File: src/rtl/dump_pkg.sv
// Shared types for the end-of-program dump sequencer.
// Record kinds, FSM states and record width.
package dump_pkg;

  localparam int REC_W = 32;

  typedef enum logic [1:0] {
    KIND_PC  = 2'd0,
    KIND_REG = 2'd1,
    KIND_MEM = 2'd2
  } kind_t;

  typedef enum logic [2:0] {
    RUN,
    DRAIN,
    REGS,
    MEMS,
    DONE
  } state_t;

endpackage

File: src/rtl/dump_fifo.sv
// Synchronous FIFO; push into a full FIFO is ignored unless a pop frees a slot
// in the same cycle. DEPTH must be a power of two (pointers wrap naturally).
module dump_fifo #(
  parameter int DEPTH = 4,
  parameter int WIDTH = 32
) (
  input  logic             clk,
  input  logic             reset,
  input  logic             push,
  input  logic [WIDTH-1:0] din,
  input  logic             pop,
  output logic [WIDTH-1:0] dout,
  output logic             full,
  output logic             empty
);

  localparam int AW = (DEPTH > 1) ? $clog2(DEPTH) : 1;

  logic [WIDTH-1:0] mem [DEPTH];
  logic [AW-1:0]    wp;
  logic [AW-1:0]    rp;
  logic [AW:0]      cnt;
  logic             push_en;
  logic             pop_en;

  assign empty   = (cnt == '0);
  assign full    = (cnt == (AW+1)'(DEPTH));
  assign pop_en  = pop && !empty;
  assign push_en = push && (!full || pop_en);
  assign dout    = mem[rp];

  always_ff @(posedge clk or posedge reset) begin
    if (reset) begin
      wp  <= '0;
      rp  <= '0;
      cnt <= '0;
    end else begin
      if (push_en) wp <= wp + AW'(1);
      if (pop_en)  rp <= rp + AW'(1);
      unique case ({push_en, pop_en})
        2'b10:   cnt <= cnt + (AW+1)'(1);
        2'b01:   cnt <= cnt - (AW+1)'(1);
        default: cnt <= cnt;
      endcase
    end
  end

  always_ff @(posedge clk) begin
    if (push_en) mem[wp] <= din;
  end

endmodule

File: src/rtl/dump_sequencer.sv
// Captures the machine PC trace, detects end of program, freezes the machine
// and streams PC trace, register file and a memory window as ordered records.
module dump_sequencer
  import dump_pkg::*;
#(
  parameter int          TIMEOUT_CYCLES = 64,
  parameter int          NUM_REGS       = 32,
  parameter logic [31:0] MEM_BASE       = 32'h4000,
  parameter int          MEM_WORDS      = 4,
  parameter int          FIFO_DEPTH     = 4
) (
  input  logic        clk,
  input  logic        reset,
  input  logic [31:0] inst,
  input  logic [31:0] pc,
  output logic        freeze,
  output logic [4:0]  rf_raddr,
  input  logic [31:0] rf_rdata,
  output logic [31:0] mem_raddr,
  input  logic [7:0]  mem_rdata,
  output logic        out_valid,
  input  logic        out_ready,
  output logic [31:0] out_data,
  output logic [1:0]  out_kind,
  output logic        out_last,
  output logic        overflow,
  output logic        done
);

  localparam int CW = $clog2(TIMEOUT_CYCLES) + 1;

  state_t             state;
  state_t             state_n;
  logic [CW-1:0]      cyc_cnt;
  logic [31:0]        idx;
  logic               fifo_full;
  logic               fifo_empty;
  logic [REC_W-1:0]   fifo_dout;
  logic               slot_free;
  logic               last_hs;
  logic               push;
  logic               pop;
  logic               halt;
  logic               reg_last;
  logic               mem_last;
  logic               ld_reg;
  logic               ld_mem;

  dump_fifo #(
    .DEPTH (FIFO_DEPTH),
    .WIDTH (REC_W)
  ) u_fifo (
    .clk   (clk),
    .reset (reset),
    .push  (push),
    .din   (pc),
    .pop   (pop),
    .dout  (fifo_dout),
    .full  (fifo_full),
    .empty (fifo_empty)
  );

  always_comb begin
    slot_free = !out_valid || out_ready;
    last_hs   = out_valid && out_last && out_ready;
    push      = (state == RUN);
    pop       = ((state == RUN) || (state == DRAIN)) &&
                slot_free && !fifo_empty;
    reg_last  = (idx == 32'(NUM_REGS - 1));
    mem_last  = (idx == 32'(MEM_WORDS - 1));
    ld_reg    = (state == REGS) && slot_free;
    // Once the last record is loaded, hold it until it is accepted.
    ld_mem    = (state == MEMS) && slot_free &&
                !(out_valid && out_last);
    halt      = 1'b0;
    if (inst == 32'h0) halt = 1'b1;
    if (cyc_cnt == CW'(TIMEOUT_CYCLES - 1)) halt = 1'b1;
  end

  always_ff @(posedge clk or posedge reset) begin
    if (reset) state <= RUN;
    else       state <= state_n;
  end

  always_comb begin
    state_n = state;
    unique case (state)
      RUN:   if (halt) state_n = DRAIN;
      DRAIN: if (fifo_empty && slot_free) state_n = REGS;
      REGS:  if (ld_reg && reg_last) state_n = MEMS;
      MEMS:  if (last_hs) state_n = DONE;
      DONE:  state_n = DONE;
      default: state_n = RUN;
    endcase
  end

  always_comb begin
    freeze    = (state != RUN);
    done      = (state == DONE);
    rf_raddr  = (state == REGS) ? idx[4:0] : 5'd0;
    mem_raddr = (state == MEMS) ? (MEM_BASE + idx) : MEM_BASE;
  end

  always_ff @(posedge clk or posedge reset) begin
    if (reset) begin
      cyc_cnt   <= '0;
      overflow  <= 1'b0;
      idx       <= '0;
      out_valid <= 1'b0;
      out_data  <= '0;
      out_kind  <= KIND_PC;
      out_last  <= 1'b0;
    end else begin
      if (push && (cyc_cnt != '1)) cyc_cnt <= cyc_cnt + CW'(1);
      if (push && fifo_full && !pop) overflow <= 1'b1;
      if (ld_reg)
        idx <= reg_last ? 32'd0 : idx + 32'd1;
      else if (ld_mem && !mem_last)
        idx <= idx + 32'd1;
      if (pop) begin
        out_valid <= 1'b1;
        out_data  <= fifo_dout;
        out_kind  <= KIND_PC;
        out_last  <= 1'b0;
      end else if (ld_reg) begin
        out_valid <= 1'b1;
        out_data  <= rf_rdata;
        out_kind  <= KIND_REG;
        out_last  <= 1'b0;
      end else if (ld_mem) begin
        out_valid <= 1'b1;
        out_data  <= {24'b0, mem_rdata};
        out_kind  <= KIND_MEM;
        out_last  <= mem_last;
      end else if (slot_free) begin
        out_valid <= 1'b0;
        out_last  <= 1'b0;
      end
    end
  end

endmodule

File: config.mk
export PLATFORM = sky130hd
export DESIGN_NAME = dump_sequencer
export DESIGN_NICKNAME = d
export VERILOG_FILES = /design/src/rtl/dump_pkg.sv /design/src/rtl/dump_fifo.sv /design/src/rtl/dump_sequencer.sv
export SDC_FILE = /design/constraint.sdc
export NUM_CORES = 1
export LEC_CHECK = 0
export ABC_CLOCK_PERIOD_IN_PS = 7700
export BUFFER_PORTS_ARGS = -buffer_cell sky130_fd_sc_hd__buf_2
export CAP_MARGIN = 20
export CORE_ASPECT_RATIO = 1.2
export CORE_MARGIN = 3
export CORE_UTILIZATION = 59
export CTS_CLUSTER_DIAMETER = 80
export CTS_CLUSTER_SIZE = 12
export DETAILED_ROUTE_END_ITERATION = 16
export PLACE_DENSITY_LB_ADDON = 0.1
export SETUP_SLACK_MARGIN = 0.15
export SYNTH_ARGS = -nofsm -noshare
export SYNTH_HDL_FRONTEND = slang
export SYNTH_SLANG_ARGS = --single-unit
File: constraint.sdc
create_clock -name clk -period 7.7 [get_ports clk]
set_input_delay 0 -clock clk [delete_from_list [all_inputs] [get_ports clk]]
set_output_delay 0 -clock clk [all_outputs]
set_load 0.03 [all_outputs]
Word level (Yosys, flattened, before mapping)

Memory sizes are Yosys's and may differ from the RTL's.
Index checks and enable logic that the tools add are counted.

Register bits: 86
Bits in writable memories: 128
Input port bits: 107
Logic and storage cells: 95
Memories: 1

Memory list:

| memory     | words | width | read ports | clocked after Yosys merged registers in | wr ports | line            | text |
|---|---|---|---|---|---|---|---|
| u_fifo.mem | 4     | 32    | 1          | 0                                       | 1        | dump_fifo.sv:19 | `logic [WIDTH-1:0] mem [DEPTH];` |

$add $sub $neg: 7
Eq/ne operators: 15
Multiplexer cells: 28
Reduce and logical (&&, ||, !) cells: 33

Operators with widths:

| operator               | count |
|---|---|
| $mux 32                | 7 |
| $add 15x32->32 const A | 1 |
| $add 32x1->32 const B  | 1 |
| $eq 32x2->1 const B    | 1 |
| $eq 32x5->1 const B    | 1 |
| $logic_not 32->1       | 1 |
| $logic_and 1x1->1      | 15 |
| $pmux 3 s5             | 1 |
| $mux 3                 | 4 |
| $mux 1                 | 11 |
| $add 7x1->7 const B    | 1 |
| $eq 7x6->1 const B     | 1 |
| $ne 7x7->1 const B     | 1 |
| $eq 3x2->1 const B     | 2 |
| $eq 3x3->1 const B     | 2 |
| $logic_not 1->1        | 6 |
| $logic_not 3->1        | 2 |
| $mux 2                 | 3 |
| $ne 2x1->1 const B     | 3 |
| $pmux 3 s2             | 1 |
| $reduce_bool 3->1      | 2 |
| $mux 5                 | 1 |
| $add 2x1->2 const B    | 2 |
| $reduce_and 4->1       | 1 |
| 9 further kinds        | 12 |

Logic depth before layout (Yosys ltp)

Gate-level depths: netlist (run 1).

Depth after elaboration: 9
Depth in mapped cells: 8
Depth with buffers taken out: 7

Hierarchy

Synthesis (run 1) repeated with hierarchy kept, for this count alone.

Cell total of the unflattened synthesis: 663
Area total of the unflattened synthesis: 9,524.1 um^2

Modules (own cells, without submodules):

| module         | times used | cells each | area each (um^2) | seq. area each (um^2) |
|---|---|---|---|---|
| dump_fifo      | 1          | 222        | 5,126.2          | 4,018.9 |
| dump_sequencer | 1          | 441        | 4,398.0          | 1,976.9 |

Least setup slack after synthesis (run 1)

OpenSTA, ideal clock, no wires.

Path kind: flip-flop to flip-flop
Start point: register state[2]
End point: memory u_fifo.mem[0][0] (enable)
Library setup time: 0.392 ns
Arrival time: 2.037 ns
Required time: 7.308 ns
Slack: 5.271 ns
Stages on the path, launching flop included: 4
Clock period less this slack: 2.429 ns
Cells stage by stage: dfrtp_1 > or2_2 > a311oi_2 > and2_1

Longest elaborated chain between the ends: 9

RTL lines:

| element                                       | line                                       | text |
|---|---|---|
| start, declared                               | dump_sequencer.sv:32                       | `state_t state;` |
| start signal, assigned                        | dump_sequencer.sv:82                       | `else state <= state_n;` |
| $eq 3x1->1 or $logic_not 3->1 (tied branches) | dump_sequencer.sv:67, dump_sequencer.sv:66 |  |
| $logic_or 1x1->1                              | dump_sequencer.sv:67                       | `pop = ((state == RUN) \|\| (state == DRAIN)) &&` |
| $logic_and 1x1->1                             | dump_sequencer.sv:67                       |  |
| $logic_and 1x1->1                             | dump_sequencer.sv:68                       | `slot_free && !fifo_empty;` |
| $logic_and 1x1->1                             | dump_fifo.sv:28                            | `assign pop_en = pop && !empty;` |
| $logic_or 1x1->1                              | dump_fifo.sv:29                            | `assign push_en = push && (!full \|\| pop_en);` |
| $logic_and 1x1->1 *                           | dump_fifo.sv:29                            |  |
| $mux 1 *                                      | dump_fifo.sv:49                            | `if (push_en) mem[wp] <= din;` |
| $mux 1 (implied by the code) *                | dump_fifo.sv:49                            |  |
| end, declared                                 | dump_fifo.sv:19                            |  |

Every way passes the cells marked *; elsewhere a longest branch is shown, timed or not.

Final worst setup path (run 1)

Start point: register state[0]
End point: register out_data[3]

Longest elaborated chain between the ends: 5

RTL lines:

| element                                                       | line                  | text |
|---|---|---|
| $eq 3x1->1 or $logic_not 3->1 (tied branches)                 | dump_sequencer.sv:67  |  |
| $logic_or 1x1->1                                              | dump_sequencer.sv:67  |  |
| $logic_and 1x1->1                                             | dump_sequencer.sv:67  |  |
| $logic_and 1x1->1                                             | dump_sequencer.sv:68  |  |
| $reduce_bool 3->1 (no source line) or $mux 32 (tied branches) | n/a                   |  |
| end signal, assigned                                          | dump_sequencer.sv:122 | `out_data <= fifo_dout;` |
| end signal, assigned                                          | dump_sequencer.sv:127 | `out_data <= rf_rdata;` |
| end signal, assigned                                          | dump_sequencer.sv:132 | `out_data <= {24'b0, mem_rdata};` |
| end, declared                                                 | dump_sequencer.sv:23  | `output logic [31:0] out_data,` |

Several ways; a longest one is shown, not always the timed one.
A chain may end at the register's enable or synchronous reset.

==> results of run 1 <==
worst max-delay path, stage by stage (launching register included):
cell,delay [ns]
dfrtp_1,0.53
nor3b_2,0.38
and2_2,0.84
nor2_2,0.26
a22oi_1,0.27
a31oi_1,0.12
dlygate4sd3_1,0.61
how the worst max path moves through the flow:
stage                       start               end  cells after the start
finish                   state[0]       out_data[3]                      6
detailed placement  u_fifo.cnt[0]      out_data[18]                      5
CTS                      state[0]       out_data[5]                      6
global placement    u_fifo.cnt[0]      out_data[19]                      5
global route             state[0]       out_data[3]                      6
floorplan                state[2]  u_fifo.mem[0][0]                      3
layout make-up:
| class | count | share of cell area |
|---|---|---|
| multi-input cells | 370 | 0.258 |
| repair buffers | 262 | 0.148 |
| flip-flops and latches | 214 | 0.509 |
| inverters | 39 | 0.0126 |
| clock buffers | 35 | 0.0499 |
| well taps | 204 | 0.0217 |
| clock inverters | 1 | 0.000743 |
| diodes | 1 | 0.000212 |
cells in the final DEF, fill, tap and decap left out, drive strengths merged, types with 2 or more instances in the layout:
cell type	count
nand2b	2
mux4	32
a211oi	3
or2	3
o2111ai	2
a21oi	4
nand2	37
nor3	6
edfxtp	128
xnor2	28
nor3b	2
and2	22
nor2b	4
and3	4
o21a	4
a2111oi	2
nor2	53
nand4	12
ha	8
o21ai	11
or4	3
xor2	23
a222oi	24
or3	4
nor4	15
o211ai	2
nor4b	2
dlygate4sd3	77
a31oi	10
nand3	19
mux2	2
nand3b	3
dfrtp	86
inv	40
clkbuf	35
buf	185
a22oi	8
metrics by stage:
step                instance area [µm²]  hold slack (ns)  utilization  cells
finish                            11800          -0.0116        0.772   1126
global route                      11800          0.00292        0.772   1125
CTS                               11700            0.237        0.768   1123
detailed placement                10400            0.217        0.679   1010
global placement                  10400            0.208        0.679   1010
floorplan                          9320           0.0989            -    656
power groups by stage:
stage	registers [µW]	logic [µW]	clock network [µW]
4_1_cts	1670	1560	937
6_report	1680	1600	921
3_5_place_dp	1690	1460	0
5_1_grt	1700	1730	983
3_3_place_gp	1670	1390	0
2_1_floorplan	1770	957	0
state kept, by name (all words and copies together) (netlist names):
register	count
u_fifo.cnt	3
u_fifo.mem	128
u_fifo.wp	2
cyc_cnt	7
overflow	1
u_fifo.rp	2
state	3
idx	32
out_data	32
out_last	1
out_kind	2
out_valid	1
cells by family after synthesis:
kind of cell / share of synthesized area
buffers and inverters: 0.0313
xor gates and xnor gates: 0.0479
muxes: 0.0808
adders and majority gates: 0.0129
and+or+nand+nor: 0.110
AOI/OAI and AO/OA: 0.0746
DFF: 0.643
routing by layer:
metal / share of wire / routed length (µm)
met5: 0 / 0
met4: 0.021 / 489
met3: 0.075 / 1710
met2: 0.52 / 11900
met1: 0.38 / 8730
repair_timing:
action | in CTS | in global routing
gates resized for setup | 0 | 0
endpoints found under the hold margin | 251 | 0
buffers inserted | 0 | 0
hold buffers | 77 | 0
==> summary.txt, run 1 <==
STA
  • Period utilization: 0.407
  • Final hold violation count: 14
  • Hold WS: -0.0116 ns
  • Clock Skews: 0.0182 ns
  • Final Max Tran Viols: 0
  • RSZ-0062 raised after global routing: no
  • Actual slew at the worst max-slew pin: 0.939 ns
  • Fmax: 0.319 GHz
  • Final setup margin: 4.57 ns
  • Relative slew slack: 0.374
  • Crit path time final: 3.13 ns
  • Final count of negative-setup-slack endpoints: 0
  • Fin Setup TNS: 0 ns

GRT
  • Largest net degree at the start of global routing: 87
  • GR Overflow Total: 0
  • Most crowded layer after global routing: met2
  • GR Util met2: 0.479
  • Initial antenna violation count: 0
  • Met3 usage: 0.0445
  • Vias in the first global route: 6986
  • First-pass GRT wire length: 36.2 mm
  • GR Util All Layers: 0.267
  • Met1 Resource Use GR: 0.339

Floorplanning
  • CORE AREA: 0.0153 mm²
  • Die H: 144 µm
  • Die W: 121 µm
  • I/O pin count: 183
  • # rows: 49
  • Die footprint: 0.0174 mm²
  • Starting Density: 0.611

Pwr
  • Share of power burned in registers: 0.399
  • PwrDens: 356 mW/mm²
  • P_int: 2640 µW
  • Gate power share: 0.381
  • Total Power: 4190 µW
  • Sw Ratio: 0.371
  • IR drop worst, VDD: 0.304 mV
  • Clock Power Share: 0.220
  • Switching power: 1550 µW
  • Pleak: 0.00486 µW

Finish
  • Filler cells: 937
  • # nets final: 1024
  • Area of the multi-input gates: 0.00304 mm²
  • Layout cells sized above 1: 0.293
  • Area Overhead vs Synth: 26.4%
  • Sequential standard cell area: 0.00600 mm²

Outcome
  • Failing checks: hold timing
  • Status: finished with violations

Clock network
  • CTS tree: yes
  • Htree depth: 1
  • CTS buffer count: 21
  • Clk root buf: clkbuf_16
  • Clock Sinks: 214
  • Bufs on Longest Clock Path: 3
  • Clk_lat worst skew: 0.50 ns
  • Worst-path clk slew: 0.06 ns

Worst setup path
  • Worst setup EP type: flip-flop
  • Crit start category: flip-flop
  • Reg2reg end: out_data[3]
  • Critical Path RT: 8.08 ns
  • Setup CP Type: reg2reg
  • Reg2reg start: state[0]
  • Arr. time, crit path: 3.51 ns
  • Setup slack on the worst flop-to-flop path: 4.57 ns
  • FF-to-FF path depth: 6
  • CP max FO: 39

Logic synthesis
  • Post-Syn Area: 0.00932 mm²
  • Syn_nets: 772
  • Syn Inst Count: 656
  • Average size of a mapped cell: 14.2 µm²
  • Synth Register Bits: 214
  • Ys flop type: edfxtp_1
  • Most common cell in the synthesized netlist: edfxtp_1
  • Ys async rst share: 0.402
  • Yosys top cell by area: edfxtp_1
  • Post-synth top area share: 0.412
  • Top cells by count, synth: edfxtp_1, dfrtp_1, nor2_1, inv_1, nand2_1
  • Netlist cell types: 69
  • Sequential share of the synthesized area: 0.643
  • Top post-synthesis cells by area: edfxtp_1, dfrtp_1, mux4_2
  • Post-synth EDFFs: 128
  • Ys Warns: 0

Detailed routing
  • Avg WL per Cell: 20.3 µm
  • Pre-antenna DRT Iters: 9
  • Routed WL: 22.8 mm
  • Vias: 6581
  • DRC violations left: 0
  • DR iter-0 viols: 758
  • DRT antenna net count: 0
  • DR vias/cell: 5.84

Hold path
  • Min-Delay Path Class: in2async

Place
  • GPL Wtd Cong: 0.916
  • DP Wirelength: 13.9 mm
  • Port buffer count: 182
  • Post-place setup slack: 4.87 ns

Job
  • Max cap viols: 0
Note: power is estimated with default switching activity, not from simulation.
==> run 2, diff against run 1 <==
Settings changed: ABC_CLOCK_PERIOD_IN_PS 7700 to 3100, CORE_UTILIZATION 59 to 55.
Clock period 7.7 ns to 3.1 ns, I/O delays scaled along.
==> run 2 against run 1 <==
The run now ends clean. Clock skew down 0.0052 ns. Total power is 150% higher. Flip-flop and latch count is the same. Largest power group unchanged. Cell count grew 1.3%. Critical path type unchanged. First-iteration DRC count down 2.8%. Sequential share of layout area fell by 0.33 points. Global-route usage down 3.1 points. Combinational power rose by 140%. Critical path depth stayed put.
==> summary.txt, run 2 (synthesis results as in run 1) <==
Outcome
  • Status: completed

STA
  • Final hold violation count: 0 (-14)
  • Crit path time final: 2.73 ns (-0.403 ns)
  • Final setup margin: 0.372 ns (-4.20 ns)
  • Fin Setup TNS: 0 ns (unchanged)
  • Period utilization: 0.880 (+0.473)
  • Fmax: 0.367 GHz (+15%)
  • Final count of negative-setup-slack endpoints: 0 (unchanged)
  • RSZ-0062 raised after global routing: no
  • Actual slew at the worst max-slew pin: 0.836 ns (-0.103 ns)
  • Relative slew slack: 0.441 (+0.0671)
  • Clock Skews: 0.0130 ns (-0.00517 ns)
  • Final Max Tran Viols: 0 (unchanged)

Hold path
  • Min-Delay Path Class: in2reg

Clock network
  • Bufs on Longest Clock Path: 3 (unchanged)
  • Clk root buf: clkbuf_16
  • Clock Sinks: 214 (unchanged)
  • Worst-path clk slew: 0.06 ns (about the same)
  • Clk_lat worst skew: 0.49 ns (about the same)
  • CTS buffer count: 21 (unchanged)
  • Post-CTS Setup Bufs: 0 (unchanged)
  • CTS tree: yes
  • Htree depth: 1 (unchanged)

Finish
  • Largest regs: u_fifo.mem x128, idx x32, out_data x32
  • Reg with most FFs: u_fifo.mem
  • Layout cells sized above 1: 0.300 (+0.00716)
  • # nets final: 1032 (+0.78%)
  • Commonest cells after routing, fill and taps aside: buf_2, edfxtp_1, dfrtp_1
  • Area Overhead vs Synth: 27.3%
  • Filler cells: 1069 (+14%)
  • Commonest non-fill, non-tap cell in the layout: buf_2
  • Antenna fix cells: 0 (-1)
  • Finished Core Util: 0.724 (-0.0487)
  • Max reg flops: 128 (unchanged)

Pwr
  • IR drop worst, VDD: 0.680 mV (+120%)
  • PwrDens: 873 mW/mm² (+150%)
  • Pleak: 0.00489 µW (+0.76%)

Place
  • Post-place setup slack: 0.614 ns (-4.26 ns)
  • Port buffer count: 182 (unchanged)
  • DP Wirelength: 14.6 mm (+5.3%)
  • GPL Wtd Cong: 0.992 (+8.4%)

GRT
  • GR Overflow Total: 0 (unchanged)
  • Vias in the first global route: 6825 (-2.3%)
  • Largest net degree at the start of global routing: 34 (-61%)
  • First-pass GRT wire length: 35.1 mm (-3.1%)
  • Initial antenna violation count: 0 (unchanged)
  • GR Util All Layers: 0.236 (-0.0307)

Detailed routing
  • Pre-antenna DRT Iters: 7 (-2)
  • DRT antenna net count: 0 (unchanged)
  • Vias: 6587 (+0.091%)
  • DRC violations left: 0 (unchanged)
  • Routed WL: 22.3 mm (-2.2%)
  • DR iter-0 viols: 737 (-2.8%)
  • DR vias/cell: 5.77 (-1.2%)
  • Avg WL per Cell: 19.6 µm (-3.5%)

Floorplanning
  • # rows: 51 (+4.1%)
  • Starting Density: 0.569 (-0.0422)
  • I/O pin count: 183 (unchanged)
  • Die footprint: 0.0186 mm² (+6.9%)
  • Die W: 125 µm (+3.4%)
  • CORE AREA: 0.0164 mm² (+7.4%)
  • Die H: 149 µm (+3.4%)

Worst setup path
  • CP max FO: 17 (-56%)
  • Crit start category: flip-flop
  • Worst setup EP type: flip-flop
  • Critical Path RT: 3.47 ns (-4.61 ns)
  • Setup CP Type: reg2reg
  • Arr. time, crit path: 3.10 ns (-0.41 ns)

Job
  • Max cap viols: 0 (unchanged)
-- run 2: repair_timing --
item                       4_1_cts  5_1_grt
setup endpoints to repair        0        8
resized for setup                0        2
hold buffers                    76        0
hold endpoints to repair       240        0
-- run 2: cell type report --
type / instances / area, µm² / area share
Tap cell: 212 / 265 / 0.0224
Inverter: 39 / 149 / 0.0125
Clock buffer: 36 / 592 / 0.0499
Sequential cell: 214 / 6000 / 0.506
Multi-Input combinational cell: 370 / 3050 / 0.257
Timing Repair Buffer: 270 / 1810 / 0.153
-- run 2: metal layers --
layer	GRT usage	vias to the layer above	part of all wire
met5	0	-	0
met4	0.0721	0	0.027
met3	0.0409	46	0.072
met2	0.421	297	0.52
met1	0.299	3250	0.39
li1	-	2994	-
-- run 2: path summary, 6_finish.rpt --
check	depth (start not counted)	to	slack, ns	startpoint
max	6	out_data[4]	0.37	state[0]
max reg2reg	6	out_data[4]	0.37	state[0]
min in group asynchronous	3	idx[28]	0.04	reset
min reg2reg	1	cyc_cnt[5]	0.46	cyc_cnt[5]
max in group asynchronous	4	out_data[22]	2.25	reset
min	5	state[0]	0.02	inst[22]
-- run 2: worst max-delay path: stages, from the launching register on --
cell and delay [ns]:
dfrtp_1 0.54, and3b_1 0.43, o21ai_1 0.37, nand3_2 0.41, nor2_1 0.22, a31oi_1 0.06, dlygate4sd3_1 0.58
-- run 2: where the power goes --
group	switching [µW]	leakage, µW	internal [µW]
clock network	978	0.000283	1290
logic	2280	0.00239	1620
registers	541	0.00222	3650
-- run 2: through the flow --
step                      cells  total power, µW  instance area [µm²]  hold slack, ns
after detailed placement   1029             7880                10500          0.0114
final                      1141            10400                11900          0.0205
after global routing       1141            10900                11900          0.0260
after global placement     1029             7750                10500         0.00917
after CTS                  1141            10400                11900         0.00576
after floorplan             656             6780                 9320          0.0989
